<file path="src/rtl/window_pkg.sv">
// Shared constants and types for the window packer.
//   DATA_W_DEF / K_DEF : default pixel width and window side
//   SLOT_W             : width of fill index and slot index (covers K*K-1 for K up to 7)
//   out_state_t        : output-register occupancy state
package window_pkg;

  localparam int unsigned DATA_W_DEF = 8;
  localparam int unsigned K_DEF      = 3;
  localparam int unsigned SLOT_W     = 6;

  typedef enum logic {
    OUT_EMPTY,
    OUT_FULL
  } out_state_t;

endpackage

</file>
<file path="src/rtl/window_slot_map.sv">
// Combinational fill-index to slot mapping.
//   idx       : fill index of the arriving pixel (0..K*K-1)
//   col_major : 0 = row-major (slot = idx), 1 = column-major (idx = c*K + r -> slot r*K + c)
//   slot      : destination slot in the packed window
module window_slot_map
  import window_pkg::*;
#(
  parameter int unsigned K = K_DEF
) (
  input  logic [SLOT_W-1:0] idx,
  input  logic              col_major,
  output logic [SLOT_W-1:0] slot
);

  int unsigned idx_i;
  int unsigned row;
  int unsigned col;

  always_comb begin
    idx_i = 32'(idx);
    row   = idx_i % K;
    col   = idx_i / K;
    slot  = col_major ? SLOT_W'(row * K + col) : idx;
  end

endmodule

</file>
<file path="src/rtl/window_packer.sv">
// Serial pixel stream to packed KxK window.
//   clk, rst_n            : clock, asynchronous active-low reset
//   in_valid/in_ready     : pixel handshake, in_data carries the pixel
//   col_major             : arrival order, sampled on the first pixel of each window
//   flush                 : discard the partial window, drop any pixel this cycle
//   win_valid/win_ready   : window handshake, win_data carries K*K pixels (slot 0 at LSBs)
//   busy                  : partial window in progress
//   win_cnt               : windows emitted (wrapping)
module window_packer
  import window_pkg::*;
#(
  parameter int unsigned DATA_W = DATA_W_DEF,
  parameter int unsigned K      = K_DEF,
  parameter int unsigned CNT_W  = 16
) (
  input  logic                  clk,
  input  logic                  rst_n,
  input  logic                  in_valid,
  input  logic [DATA_W-1:0]     in_data,
  output logic                  in_ready,
  input  logic                  col_major,
  input  logic                  flush,
  output logic                  win_valid,
  input  logic                  win_ready,
  output logic [K*K*DATA_W-1:0] win_data,
  output logic                  busy,
  output logic [CNT_W-1:0]      win_cnt
);

  localparam int unsigned NPIX  = K * K;
  localparam int unsigned WIN_W = NPIX * DATA_W;
  localparam logic [SLOT_W-1:0] LAST_IDX = SLOT_W'(NPIX - 1);

  logic [SLOT_W-1:0] idx;
  logic [SLOT_W-1:0] slot;
  logic              mode_q;
  logic              mode_eff;
  logic              last;
  logic              accept;
  logic [WIN_W-1:0]  asm_q;
  logic [WIN_W-1:0]  filled;
  out_state_t        out_state;

  assign last      = (idx == LAST_IDX);
  // First pixel of a window uses the live mode; the rest use the latched one.
  assign mode_eff  = (idx == '0) ? col_major : mode_q;
  // Only the final pixel can stall, and only while the output register is still occupied.
  assign in_ready  = !flush && !(last && win_valid && !win_ready);
  assign accept    = in_valid && in_ready;
  assign win_valid = (out_state == OUT_FULL);
  assign busy      = (idx != '0);

  window_slot_map #(
    .K(K)
  ) u_slot_map (
    .idx      (idx),
    .col_major(mode_eff),
    .slot     (slot)
  );

  // Assembly register with the current pixel merged in; feeds both the
  // assembly update and the output copy so the last pixel lands in the window.
  always_comb begin
    filled = asm_q;
    filled[slot*DATA_W +: DATA_W] = in_data;
  end

  always_ff @(posedge clk or negedge rst_n) begin
    if (!rst_n) begin
      idx    <= '0;
      mode_q <= 1'b0;
      asm_q  <= '0;
    end else if (flush) begin
      idx <= '0;
    end else if (accept) begin
      asm_q <= filled;
      if (idx == '0) begin
        mode_q <= col_major;
      end
      idx <= last ? '0 : idx + SLOT_W'(1);
    end
  end

  // Output register FSM; a completing window wins over a plain drain so a
  // same-cycle drain and refill keeps win_valid high.
  always_ff @(posedge clk or negedge rst_n) begin
    if (!rst_n) begin
      out_state <= OUT_EMPTY;
      win_data  <= '0;
      win_cnt   <= '0;
    end else begin
      case (out_state)
        OUT_EMPTY: begin
          if (accept && last) begin
            win_data  <= filled;
            win_cnt   <= win_cnt + CNT_W'(1);
            out_state <= OUT_FULL;
          end
        end
        OUT_FULL: begin
          if (accept && last) begin
            win_data  <= filled;
            win_cnt   <= win_cnt + CNT_W'(1);
          end else if (win_ready) begin
            out_state <= OUT_EMPTY;
          end
        end
        default: out_state <= OUT_EMPTY;
      endcase
    end
  end

endmodule

</file>
<file path="config.mk">
export PLATFORM = sky130hd
export DESIGN_NAME = window_packer
export DESIGN_NICKNAME = d
export VERILOG_FILES = /design/src/rtl/window_pkg.sv /design/src/rtl/window_slot_map.sv /design/src/rtl/window_packer.sv
export SDC_FILE = /design/constraint.sdc
export NUM_CORES = 1
export LEC_CHECK = 0
export ABC_AREA = 1
export CAP_MARGIN = 20
export CELL_PAD_IN_SITES_DETAIL_PLACEMENT = 0
export CELL_PAD_IN_SITES_GLOBAL_PLACEMENT = 2
export CORE_MARGIN = 3
export CORE_UTILIZATION = 32
export CTS_CLUSTER_SIZE = 10
export DETAILED_ROUTE_END_ITERATION = 6
export PLACE_DENSITY = 0.85
export SLEW_MARGIN = 20
export SYNTH_ARGS = -nofsm -noshare
export SYNTH_HDL_FRONTEND = slang
export SYNTH_SLANG_ARGS = --single-unit
</file>
<file path="constraint.sdc">
create_clock -name clk -period 9.15 [get_ports clk]
set_input_delay 2.2875 -clock clk [delete_from_list [all_inputs] [get_ports clk]]
set_output_delay 2.2875 -clock clk [all_outputs]
set_load 0.01 [all_outputs]
</file>
# Yosys cells after proc, flatten, opt, wreduce, memory -nomap -nowiden
# Cells that the tools add are included.
# W data, S select, Z words.
dict set report op_classes {
  mul 1
  reduce_logical 12
  bitwise 2
  eq_ne 1
  n_shift 2
  div_mod_pow 2
  n_mux 12
  n_addsub 4
}
# operator n
set op_table {}
lappend op_table {{$bwmux W72} 1}
lappend op_table {{$mux W72} 1}
lappend op_table {{$shift A8 B34 Y72 const A} 1}
lappend op_table {{$shiftx A8 B34 Y72} 1}
lappend op_table {{$neg A9 Y34} 1}
lappend op_table {{$div A6 B2 Y32 const B} 1}
lappend op_table {{$mod A6 B2 Y32 const B} 1}
lappend op_table {{$mul A32 B2 Y6 const B} 1}
lappend op_table {{$mux W6} 4}
lappend op_table {{$add A16 B1 Y16 const B} 1}
lappend op_table {{$mux W16} 1}
lappend op_table {{$add A6 B1 Y6 const B} 1}
lappend op_table {{$add A6 B6 Y6} 1}
lappend op_table {{$eq A6 B4 Y1 const B} 1}
lappend op_table {{$logic_not A6 Y1} 1}
lappend op_table {{$reduce_bool A6 Y1} 1}
lappend op_table {{$logic_and A1 B1 Y1} 5}
lappend op_table {{$mux W1} 4}
lappend op_table {{$logic_not A1 Y1} 3}
lappend op_table {{$not A1 Y1} 2}
lappend op_table {{$pmux W1 S2} 1}
lappend op_table {{$reduce_and A2 Y1} 1}
lappend op_table {{$reduce_bool A2 Y1} 1}
dict set report totals {
  register_bits 168
  elab_cells 42
  output_inout_bits 91
}

# Longest topological paths before layout
dict set report logic_depth {
  word_depth 9
  mapped_depth 62
  ltp_nobuf 58
}

# Hierarchy
# A second synthesis with hierarchy kept.
dict set report unflattened {
  hier_cells 1282
  hier_area_um2 9487.8
}
# module cells_per_inst n_inst area_per_inst_um2
set by_module_without_submodules {}
lappend by_module_without_submodules {window_packer 1110 1 8396.8}
lappend by_module_without_submodules {window_slot_map 172 1 1091.0}

# Worst setup path before layout
# OpenSTA, ideal clock, no wires.
dict set report synth_timing {
  path_kind {reg-to-reg}
  startpoint {register idx[4]}
  endpoint {register win_data[10]}
  slack_ps 2139
  t_arrival_ps 6893
  required_ps 9032
  synth_period_minus_slack_ps 7011
  setup_time_ps 118
  stages_incl_launch_ff 48
  cell_sequence {dfrtp_1 -> buf_2 -> clkbuf_1 -> ha_1 -> inv_1 -> nand2_1 -> nand2_1 -> nand2_1 -> nand3_1 -> nand2_1 -> nor2_1 -> nand2_1 -> nand2_1 -> nand2_1 -> inv_1 -> ha_1 -> inv_1 -> nand3_2 -> [... 12 more ...] -> fa_1 -> nand2_1 -> inv_1 -> fa_1 -> xor2_1 -> or2_2 -> o21ai_0 -> inv_1 -> nor4_1 -> nand3_1 -> ha_1 -> clkbuf_1 -> nand3_2 -> nor2_2 -> buf_2 -> nand3_1 -> nand3_1 -> nand2_1}
}
dict set report synth_via {
  elab_chain_cells 8
  word_cells_on_any_way 19
}
# item line
set synth_rtl {}
lappend synth_rtl {{start: declaration} window_packer.sv:34} ;# logic [SLOT_W-1:0] idx;
lappend synth_rtl {{start signal: assignment} window_packer.sv:80} ;# idx <= last ? '0 : idx + SLOT_W'(1);
lappend synth_rtl {{$mod A6 B2 Y32} window_slot_map.sv:21} ;# row = idx_i % K;
lappend synth_rtl {{$mul A32 B2 Y6} window_slot_map.sv:23} ;# slot = col_major ? SLOT_W'(row * K + col) : idx;
lappend synth_rtl {{$add A6 B6 Y6} window_slot_map.sv:23}
lappend synth_rtl {{$mux W6} window_slot_map.sv:23}
lappend synth_rtl {{$neg A9 Y34} window_packer.sv:65} ;# filled[slot*DATA_W +: DATA_W] = in_data;
lappend synth_rtl {{$shiftx A8 B34 Y72 / $shift A8 B34 Y72 (equally long branches)} window_packer.sv:65}
lappend synth_rtl {{$bwmux W72} window_packer.sv:65}
lappend synth_rtl {{$mux W72} {window_packer.sv:94, window_packer.sv:101}}
lappend synth_rtl {{end signal: assignment} window_packer.sv:95} ;# win_data <= filled;
lappend synth_rtl {{end signal: assignment} window_packer.sv:102} ;# win_data <= filled;
lappend synth_rtl {{end: declaration} window_packer.sv:25} ;# output logic [K*K*DATA_W-1:0] win_data,
# Parallel ways exist; a longest one is shown, timed or not. The select of a mux whose other input is x is not followed.
# A chain may end at the register's enable or synchronous reset.

# Worst setup path after layout
dict set report layout_timing {
  startpoint {register idx[4]}
  endpoint {register win_data[1]}
}
# The elaborated chain is that of the path after synthesis.

==> out/results.tsv <==
stage	metric	value	unit
status	status	finished, final reports clean	
yosys	synth_seq_cells	168	
cells_and_area	drive_above_1_share	5.536	%
global_route	grt_pass1_vias	8085	
power	p_comb_share	38.9	%
placement	hpwlAfterDp	18530	um
timing	fin_setup_tns	0	ps
power	p_clk_share	27.4	%
setup_path	required	9470	ps
global_route	grt_overflow_total	0	
timing	rsz0062_at_grt	no	
yosys	yosysWarnings	0	
power	vdd_ir_drop_max	0.1291	mV
detailed_routing	viasPerCell	4.728	
power	finalPower	0.002743	W
cells_and_area	nNetsFinal	1429	
setup_path	max_stage_delay	510	ps
setup_path	worst_path_most_repeated_cell	nand2_1	
global_route	antenna_found_initial	0	
floorplanning	die_y	176.7	um
cells_and_area	fill_cells	3012	
clocking	cts_max_level	4	
timing	min_period_over_period	88.68	%
timing	setup-violations-final	0	
timing	whs	467.6	ps
detailed_routing	drt_iter0_drc	781	
floorplanning	start_util	33.03	%
placement	routabilityCongestion	0.8696	
floorplanning	rows	61	
detailed_routing	routed_wl	26830	um
power	p_leak	6.105	nW
cells_and_area	fin_area	11300	um2
detailed_routing	drc	0	
setup_path	critPathKind	flip-flop to flip-flop	
yosys	syn_area_per_cell	7.088	um2
yosys	synthCells	1316	
clocking	cts.sinks	168	
power	power_density	242.7	nW/um2
detailed_routing	num_vias	8449	
timing	fin_crit	8114	ps
clocking	clockBufferDepth	2	
clocking	numCtsBuffers	17	
global_route	grt_usage	17.47	%
setup_path	end_kind	flip-flop	
yosys	synth_edf_count	0	
placement	place.port_buffers	104	
placement	place_ws	918.6	ps
clocking	cts_setup_buffers	0	
power	internal-power	0.001575	W
clocking	ctsHoldBuffers	0	
power	p_switching	0.001168	W
setup_path	crit_fanout	18	
yosys	syn-cell-area	9328	um2
clocking	root_buffer	clkbuf_16	
clocking	clk_latency	430	ps
cells_and_area	antennaDiodeCount	0	
timing	relSlewSlack	35.30	%
detailed_routing	drtAntennaViolNets	0	
global_route	grt_max_degree	103	
setup_path	cp_slowest_cell	ha_1	
yosys	synth.distinct_cells	38	
global_route	grt_first_pass_wirelength	43670	um
detailed_routing	drtPass1Iterations	5	
power	netSwitchingFraction	42.59	%
timing	final_max_slew_viol_count	0	
floorplanning	ios	105	
timing	worstMarginPinSlew	970.5	ps
setup_path	start_kind	flip-flop	
cells_and_area	syn_to_final_growth	21.14	%
detailed_routing	routedWlPerCell	15.01	um
cells_and_area	final_cell_mix	nand2_1 (566), nand3_1 (213), dfrtp_1 (168)	
timing	worst_slack	1036	ps
power	seqPwrFrac	33.6	%
run	max_cap_viol_count	0	
setup_path	cp_data_arrival_time	8430	ps
floorplanning	core_area	28240	um2
timing	hold_violations	0	
yosys	syn-num-nets	1348	
min_path	hold_class	flip-flop to flip-flop	
yosys	synth_ff_type	dfrtp_1	
cells_and_area	layout_commonest_cell	nand2_1	
yosys	yosysSeqAreaShare	45.07	%
yosys	async_reset_ff_share	100.0	%
floorplanning	die_w	176.7	um
floorplanning	dieArea	31230	um2
timing	max_freq	0.1232	GHz
clocking	tritoncts	done	
clocking	cts_resized	0	
timing	clock_skew	13.09	ps
placement	placed_area	10710	um2
clocking	clkTransAtPathRegs	70	ps
==> routing by layer <==
metal,GRT usage (%),part of all wire (%),vias up
met5,0,0,-
met4,3.502,0.90,0
met3,3.153,4.7,17
met2,27.25,44,168
met1,25.52,50,3944
li1,-,-,4320
==> power by group through the flow <==
stage | combinational (W) | sequential, W | clock, W
final | 0.00107 | 0.000923 | 0.000752
after global routing | 0.00122 | 0.000939 | 0.000804
after CTS | 0.00107 | 0.000923 | 0.000772
after detailed placement | 0.00106 | 0.000936 | 0
after global placement | 0.00105 | 0.000934 | 0
after floorplan | 0.000790 | 0.000930 | 0
==> kinds of logic after synthesis <==
kind of cell	synth area share, %
flip-flops	45.07
buffers and inverters	7.726
AO/OA/AOI/OAI	1.932
AND/OR/NAND/NOR	40.64
adder cells (fa/ha/maj)	2.656
XOR/XNOR	1.972
==> flip-flops by register name, indices dropped and copies added, names as in the netlist <==
register / count
asm_q: 72
win_data: 72
win_cnt: 16
idx: 6
mode_q: 1
win_valid: 1
==> synthesized netlist by cell type (4+ instances only) <==
library cell,number,area (um2)
nand2_2,4,25.02
inv_2,6,22.52
inv_1,118,442.9
a21oi_1,9,45.04
nand4_1,21,131.4
nand3_2,6,60.06
dfrtp_1,168,4204
nor2_2,6,37.54
clkbuf_1,27,101.4
xnor2_1,5,43.79
nor3_1,5,25.02
buf_2,15,75.07
buf_1,10,37.54
ha_1,15,187.7
xor2_1,16,140.1
nand2_1,568,2132
nor2_1,61,229.0
nor4_1,4,25.02
o21ai_0,11,55.05
nand3_1,213,1066
==> worst max-delay path, delay by kind of cell, from the launching register on <==
family | cells | cell delay (ps)
AOI/OAI and AO/OA | 1 | 360
adders and majority gates | 7 | 2240
buffers and inverters | 8 | 910
DFF | 1 | 480
and+or+nand+nor | 31 | 4020
==> layout make-up <==
cell class	instances	area, um2	share of cell area [%]
well taps	378	473.0	4.186
flip-flops and latches	168	4204	37.21
clock buffers	17	425.4	3.765
clock inverters	14	165.2	1.462
multi-input cells	966	4408	39.01
inverters	126	476.7	4.219
repair buffers	118	1147	10.15
==> worst paths after layout <==
kind | start | to | slack (ps) | depth (start not counted)
worst max-delay path | idx[4] | win_data[1] | 1040 | 47
worst min-delay path | win_cnt[15] | win_cnt[15] | 470 | 1
worst max register to register | idx[4] | win_data[1] | 1040 | 47
worst min register to register | win_cnt[15] | win_cnt[15] | 470 | 1
max in group asynchronous | rst_n | idx[2] | 5650 | 2
min in group asynchronous | rst_n | win_cnt[7] | 1940 | 1
==> through the flow <==
step | utilization, % | cells
3_5_place_dp | 37.91 | 1756
2_1_floorplan | - | 1316
3_3_place_gp | 37.91 | 1756
4_1_cts | 40.00 | 1787
5_1_grt | 40.01 | 1787
6_report | 40.01 | 1787
No activity file was read; power rests on OpenSTA's default activity.
